File: src/rtl/vram_arbiter.sv
// Frame-buffer arbiter: display reads have absolute priority, host gets idle slots.
// Optional VRAM_ARB_HOST_BLANK_ONLY_EN restricts host access to blanking time.
module vram_arbiter #(
    parameter int ADDR_W        = 19,
    parameter int DATA_W        = 8,
    parameter int HOST_WAIT_MAX = 800
) (
    input  logic              CLK,
    input  logic              RST,
    input  logic              RGB_EN,
    input  logic              DISP_REQ,
    input  logic [ADDR_W-1:0] DISP_ADDR,
    output logic [DATA_W-1:0] DISP_DATA,
    output logic              DISP_VALID,
    input  logic              HOST_REQ,
    input  logic              HOST_WE,
    input  logic [ADDR_W-1:0] HOST_ADDR,
    input  logic [DATA_W-1:0] HOST_WDATA,
    output logic [DATA_W-1:0] HOST_RDATA,
    output logic              HOST_ACK,
    output logic              HOST_STARVE,
    output logic              MEM_EN,
    output logic              MEM_WE,
    output logic [ADDR_W-1:0] MEM_ADDR,
    output logic [DATA_W-1:0] MEM_WDATA,
    input  logic [DATA_W-1:0] MEM_RDATA
);

    localparam int CNT_W = $clog2(HOST_WAIT_MAX + 1);
    localparam logic [CNT_W-1:0] WAIT_MAX = CNT_W'(HOST_WAIT_MAX);

    typedef enum logic [1:0] {S_IDLE, S_ISSUED, S_DONE} state_t;
    typedef enum logic [1:0] {OWN_NONE, OWN_DISP, OWN_HOST} own_t;

    state_t            r_state;
    state_t            w_state_nxt;
    own_t              r_tag1;
    own_t              r_tag2;
    logic              r_host_we;
    logic [CNT_W-1:0]  r_wait;
    logic [CNT_W-1:0]  w_wait_nxt;
    logic              r_starve;
    logic              w_blank_ok;
    logic              w_host_grant;
    logic              w_wait_inc;
    logic              r_mem_en;
    logic              r_mem_we;
    logic [ADDR_W-1:0] r_mem_addr;
    logic [DATA_W-1:0] r_mem_wdata;
    logic [DATA_W-1:0] r_disp_data;
    logic              r_disp_valid;
    logic [DATA_W-1:0] r_host_rdata;
    logic              r_host_ack;

`ifdef VRAM_ARB_HOST_BLANK_ONLY_EN
    assign w_blank_ok = ~RGB_EN;
`else
    logic w_unused_rgb;
    assign w_unused_rgb = RGB_EN;
    assign w_blank_ok   = 1'b1;
`endif

    always_ff @(posedge CLK or posedge RST) begin
        if (RST) r_state <= S_IDLE;
        else     r_state <= w_state_nxt;
    end

    always_comb begin
        w_state_nxt = r_state;
        case (r_state)
            S_IDLE:   if (w_host_grant) w_state_nxt = S_ISSUED;
            S_ISSUED: w_state_nxt = S_DONE;
            S_DONE:   w_state_nxt = S_IDLE;
            default:  w_state_nxt = S_IDLE;
        endcase
    end

    always_comb begin
        w_host_grant = ~DISP_REQ & HOST_REQ & w_blank_ok
                     & (r_state == S_IDLE);
        w_wait_inc   = HOST_REQ & w_blank_ok & ~w_host_grant
                     & (r_state == S_IDLE);
    end

    always_comb begin
        w_wait_nxt = r_wait;
        if (w_host_grant)
            w_wait_nxt = '0;
        else if (w_wait_inc && r_wait != WAIT_MAX)
            w_wait_nxt = r_wait + 1'b1;
    end

    always_ff @(posedge CLK or posedge RST) begin
        if (RST) begin
            r_wait   <= '0;
            r_starve <= 1'b0;
        end else begin
            r_wait   <= w_wait_nxt;
            r_starve <= r_starve | (w_wait_nxt == WAIT_MAX);
        end
    end

    always_ff @(posedge CLK or posedge RST) begin
        if (RST) begin
            r_mem_en    <= 1'b0;
            r_mem_we    <= 1'b0;
            r_mem_addr  <= '0;
            r_mem_wdata <= '0;
            r_tag1      <= OWN_NONE;
            r_tag2      <= OWN_NONE;
            r_host_we   <= 1'b0;
        end else begin
            r_mem_en <= DISP_REQ | w_host_grant;
            r_mem_we <= w_host_grant & HOST_WE;
            r_tag2   <= r_tag1;
            if (DISP_REQ) begin
                r_mem_addr <= DISP_ADDR;
                r_tag1     <= OWN_DISP;
            end else if (w_host_grant) begin
                r_mem_addr <= HOST_ADDR;
                r_tag1     <= OWN_HOST;
                r_host_we  <= HOST_WE;
                if (HOST_WE) r_mem_wdata <= HOST_WDATA;
            end else begin
                r_tag1 <= OWN_NONE;
            end
        end
    end

    // Read data lands two edges after issue; the stage-2 tag routes it.
    always_ff @(posedge CLK or posedge RST) begin
        if (RST) begin
            r_disp_data  <= '0;
            r_disp_valid <= 1'b0;
            r_host_rdata <= '0;
            r_host_ack   <= 1'b0;
        end else begin
            r_disp_valid <= (r_tag2 == OWN_DISP);
            r_host_ack   <= (r_state == S_DONE);
            if (r_tag2 == OWN_DISP)
                r_disp_data <= MEM_RDATA;
            if (r_tag2 == OWN_HOST && !r_host_we)
                r_host_rdata <= MEM_RDATA;
        end
    end

    assign DISP_DATA   = r_disp_data;
    assign DISP_VALID  = r_disp_valid;
    assign HOST_RDATA  = r_host_rdata;
    assign HOST_ACK    = r_host_ack;
    assign HOST_STARVE = r_starve;
    assign MEM_EN      = r_mem_en;
    assign MEM_WE      = r_mem_we;
    assign MEM_ADDR    = r_mem_addr;
    assign MEM_WDATA   = r_mem_wdata;

endmodule

File: config.mk
export PLATFORM = sky130hd
export DESIGN_NAME = vram_arbiter
export DESIGN_NICKNAME = d
export VERILOG_FILES = /design/src/rtl/vram_arbiter.sv
export SDC_FILE = /design/constraint.sdc
export NUM_CORES = 1
export LEC_CHECK = 0
export ABC_AREA = 1
export BUFFER_PORTS_ARGS = -buffer_cell sky130_fd_sc_hd__clkbuf_2
export CORE_MARGIN = 3
export CORE_UTILIZATION = 45
export CTS_CLUSTER_DIAMETER = 40
export CTS_CLUSTER_SIZE = 24
export DETAILED_ROUTE_END_ITERATION = 6
export GPL_ROUTABILITY_DRIVEN = 0
export GPL_TIMING_DRIVEN = 1
export PLACE_DENSITY = 0.72
export SLEW_MARGIN = 10
export SYNTH_ARGS = -nofsm -noshare
export SYNTH_HDL_FRONTEND = slang
export SYNTH_SLANG_ARGS = --single-unit
File: constraint.sdc
create_clock -name CLK -period 6.7 [get_ports CLK]
set_clock_uncertainty 0.2 [all_clocks]
set_input_delay 1.34 -clock CLK [delete_from_list [all_inputs] [get_ports CLK]]
set_output_delay 1.34 -clock CLK [all_outputs]
set_load 0.1 [all_outputs]
# ---- Word-level counts from Yosys, hierarchy flattened
# Index checks and enable logic that the tools add are counted.
dict set report totals {
  memories 0
  mem_bits_ro 0
  ramBits 0
  out_inout_bits 48
  input_bits 60
  regBits 65
  latchBits 0
  wordCells 46
}
dict set report op_classes {
  reduce_logical 7
  n_bitwise 9
  multipliers 0
  n_div 0
  mux 8
  magnitude_cmp 0
  shifts 0
  add_sub_neg 1
  n_eq_ne 7
}
# op count
set op_table {}
lappend op_table {{19-bit 2-to-1 mux} 2}
lappend op_table {{10-bit 2-to-1 mux} 2}
lappend op_table {{10-bit by 1-bit adder with 10-bit output (second input constant)} 1}
lappend op_table {{10-bit equality test (second input constant)} 1}
lappend op_table {{10-bit inequality test (second input constant)} 1}
lappend op_table {{2-bit 2-to-1 mux} 3}
lappend op_table {{1-bit bitwise AND} 5}
lappend op_table {{2-bit by 1-bit equality test with 1-bit output (second input constant)} 2}
lappend op_table {{2-bit equality test (second input constant)} 2}
lappend op_table {{2-bit case mux with 2 select lines} 1}
lappend op_table {{3-bit AND reduction} 1}
lappend op_table {{1-bit logical AND} 2}
lappend op_table {{2-bit zero test} 1}
lappend op_table {{2-bit inequality test (second input constant)} 1}
lappend op_table {{1-bit NOT} 2}
lappend op_table {{1-bit bitwise OR} 2}
lappend op_table {{2-bit AND reduction} 1}
lappend op_table {{2-bit nonzero test} 1}
lappend op_table {{1-bit zero test} 1}

# ---- Logic depth before layout (Yosys ltp)
dict set report depth {
  depth_word 11
  mapped_depth 13
}

# ---- Worst setup path before layout
# Ideal clock, no wire load.
dict set report synth_timing {
  kind {input -> register}
  start {in HOST_REQ}
  end {reg r_mem_addr[10], in the netlist MEM_ADDR[10]}
  n_path_buf 2
  path_slack_ps 4257
  required_ps 6422
  arrival_time_ps 2165
  stages 8
  setup_time_ps 78
  path_cell_list {inv_1 > nor2_1 > nand2_1 > inv_2 > or2_1 > buf_2 > buf_4 > a21oi_1}
}
dict set report synth_between {
  elab_chain_cells 3
}
# element line_no
set synth_lines {}
lappend synth_lines {{start, declared} 15} ;# input logic HOST_REQ,
lappend synth_lines {{1-bit bitwise AND} 79} ;# w_host_grant = ~DISP_REQ & HOST_REQ & w_blank_ok
lappend synth_lines {{1-bit bitwise AND} 80} ;# & (r_state == S_IDLE);
lappend synth_lines {{2-bit nonzero test (no line)} n/a}
lappend synth_lines {{end signal, assigned} 107} ;# r_mem_addr <= '0;
lappend synth_lines {{end signal, assigned} 117} ;# r_mem_addr <= DISP_ADDR;
lappend synth_lines {{end signal, assigned} 120} ;# r_mem_addr <= HOST_ADDR;
lappend synth_lines {{end, declared} 48} ;# logic [ADDR_W-1:0] r_mem_addr;
# No other way between the ends.
# A chain may end at the register's enable or synchronous reset.

# ---- Worst setup path in the final report
dict set report layout_timing {
  start {in DISP_REQ}
  end {reg r_mem_addr[10], in the netlist MEM_ADDR[10]}
}
dict set report layout_between {
  elab_chain_cells 4
  word_cells_on_any_way 5
}
# element line_no
set layout_lines {}
lappend layout_lines {{start, declared} 11} ;# input logic DISP_REQ,
lappend layout_lines {{1-bit NOT (no line)} n/a}
lappend layout_lines {{1-bit bitwise AND} 79}
lappend layout_lines {{1-bit bitwise AND} 80}
lappend layout_lines {{2-bit nonzero test (no line)} n/a}
# Parallel ways exist; a longest one is shown, timed or not.

==> qor.yml <==
run_status:
  status: "completed"
die:
  die_h_um: 84.9
  ioPinCount: 108
  dieArea_mm2: 0.00720
  initial_core_util_pct: 47.0
  rows: 28
  coreArea_mm2: 0.00596
  die_w_um: 84.9
clock_network:
  cts.sinks: 65
  cts_buffers: 9
  insertion_delay_ps: 330
  postCtsSetupBuffers: 0
  path_clk_slew_ps: 70
  tritoncts: "built"
  ctsResizeCount: 0
  root_buffer: "clkbuf_8"
  htreeDepth: 3
  cts_buffer_depth: 2
  postCtsHoldBufs: 0
power_and_ir_drop:
  switching_power_uw: 641
  power_density_mw_per_mm2: 393
  p_leak_nw: 2.03
  switching_share_pct: 44.9
  intPower_uw: 786
  power_mw: 1.43
  peakVddDrop_v: 0.000271
  pwr-share-comb_pct: 37.7
  p_clk_share_pct: 28.5
  power_frac_seq_pct: 33.9
final_layout:
  diodes: 0
  num-nets-final: 476
  final_cells: 494
  final_cell_mix: "clkbuf_2, nand2_1, dfrtp_1"
  layout-drive-gt1-share_pct: 31.5
  final_common_cell: "clkbuf_2"
  area_growth_pct: 29.7
  design_area_mm2: 0.00363
critical_path:
  rrSetupSlack_ps: 4270
  path_cells: "clkbuf_2 -> nor2_1 -> nand2_1 -> inv_2 -> or2_1 -> a21oi_1"
  reg2reg_to: "MEM_ADDR[10]$_DFFE_PP0P_"
  cp-end-kind: "register"
  arrival_ps: 3450
  reg2reg_depth: 5
  max_stage_delay_ps: 880
  critPathKind: "in -> reg"
  r2r-start: "r_state[0]$_DFFE_PP0P_"
  crit_required_ps: 6660
  crit_slowest_cell: "or2_1"
  path_max_fanout: 39
  crit_path_start_kind: "primary input"
routing:
  vias_per_cell: 4.70
  vias: 2322
  drcViolationCount: 0
  wl_per_cell_um: 12.5
  firstDrtPassIters: 5
  ant_nets: 0
  drt_wl_total_um: 6150
  drtIter0Drc: 162
yosys:
  yosysTopAreaCell: "dfrtp_1"
  yosys.area.top_type_share_pct: 58.1
  synth_cell_types: 24
  syn_area_mm2: 0.00280
  ys_seq_area_share_pct: 58.1
  synthCells: 305
  synth_area_leaders: "dfrtp_1, nand2_1, mux2i_1"
  syn_nets: 367
  ys.warnings.count: 0
  synth.avg_cell_area_um2: 9.17
  ys_ff_latch: 65
place:
  placed_cell_area_mm2: 0.00338
  dpl.cell_count: 478
  io_buffers: 106
  pre_cts_ws_ps: 2810
  dp_hpwl_um: 4470
min_path:
  hold_class: "reg -> reg"
  hold_start: "r_tag1[0]$_DFF_PP0_"
  min_to: "r_tag2[0]$_DFF_PP0_"
  hold_path_depth: 0
sta:
  hold_viol: 0
  period_minus_slack_ps: 3490
  clock.fmax_mhz: 286
  tns_ps: 0
  rsz0062_at_grt: "no"
  slew-limit-headroom_pct: 23.9
  min_period_over_period_pct: 52.1
  finalSetupViolCount: 0
  tightest_slew_ps: 1140
  finalMaxSlewViolations: 0
  fin_ws_ps: 3210
job:
  cap_violations: 0
global_route:
  first_global_vias: 2298
  antenna_found_initial: 0
  grt_pass1_wl_um: 10300
  track_usage_pct: 18.0
  grt_max_degree: 66
  grt_overflow: 0
==> power groups by stage <==
| stage | clock network (mW) | registers (mW) | logic [mW] |
|---|---|---|---|
| 2_1_floorplan | 0 | 0.850 | 0.0833 |
| 6_report | 0.406 | 0.483 | 0.537 |
| 3_3_place_gp | 0 | 0.487 | 0.536 |
| 3_5_place_dp | 0 | 0.489 | 0.542 |
| 5_1_grt | 0.431 | 0.491 | 0.562 |
| 4_1_cts | 0.414 | 0.483 | 0.542 |
==> routing by layer <==
layer,vias to the layer above,routed length (um),global-route usage (%)
met5,-,0,0
met4,0,73,6.62
met3,7,349,5.05
met2,57,3260,31.5
met1,1079,2470,21.0
li1,1179,-,-
==> final cells by class <==
| cell class | instances | area (um^2) |
|---|---|---|
| flip-flops and latches | 65 | 1630 |
| multi-input cells | 194 | 987 |
| inverters | 37 | 139 |
| clock buffers | 11 | 141 |
| repair buffers | 107 | 538 |
| fillers | 543 | 2330 |
| well taps | 75 | 93.8 |
| clock inverters | 5 | 103 |
==> metrics by stage <==
stage	hold slack, ps	utilization, %
after global placement	132	56.8
after CTS	156	60.9
after global routing	160	60.9
after detailed placement	140	56.8
final	152	60.9
after floorplan	131	-
==> registers in the layout, summed over array words and instances (netlist names), 2 cells and up <==
signal,count
DISP_DATA,8
r_state,2
MEM_WDATA,8
r_wait,10
MEM_ADDR,19
r_tag1,2
HOST_RDATA,8
r_tag2,2
==> worst max-delay path by stage <==
stage	endpoint	slack, ps	startpoint	depth (start not counted)
global placement	MEM_ADDR[6]$_DFFE_PP0P_	2930	DISP_REQ	6
finish	MEM_ADDR[10]$_DFFE_PP0P_	3210	DISP_REQ	6
detailed placement	MEM_ADDR[0]$_DFFE_PP0P_	2810	DISP_REQ	6
floorplan	DISP_DATA[0]$_DFFE_PP0P_	3530	RST	1
CTS	MEM_ADDR[10]$_DFFE_PP0P_	3200	DISP_REQ	6
global route	MEM_ADDR[6]$_DFFE_PP0P_	2890	DISP_REQ	7
==> logic make-up after synthesis <==
group                    Yosys count  synth area share (%)
flip-flops                        65                  58.1
AND/OR/NAND/NOR                  130                  19.3
adder cells (fa/ha/maj)            2                 0.894
buffers and inverters             46                  6.57
multiplexers                      19                  6.80
AO/OA/AOI/OAI                     40                  7.33
XOR/XNOR                           3                 0.939
==> critical path, delay by kind of cell <==
family	cells	cell delay, ps
AO/OA/AOI/OAI	1	170
buffers and inverters	2	580
AND/OR/NAND/NOR	3	1350
==> synthesized netlist by cell type, drive strengths merged <==
master	count
or2	1
clkinv	1
inv	36
dfrtp	65
o21ai	17
clkbuf	4
xor2	2
nand3	18
nand2	70
buf	5
nor3	1
nor2	39
a21oi	21
nand3b	1
mux2i	19
o21bai	1
ha	2
xnor2	1
a21o	1
(Power assumes the default switching activity.)
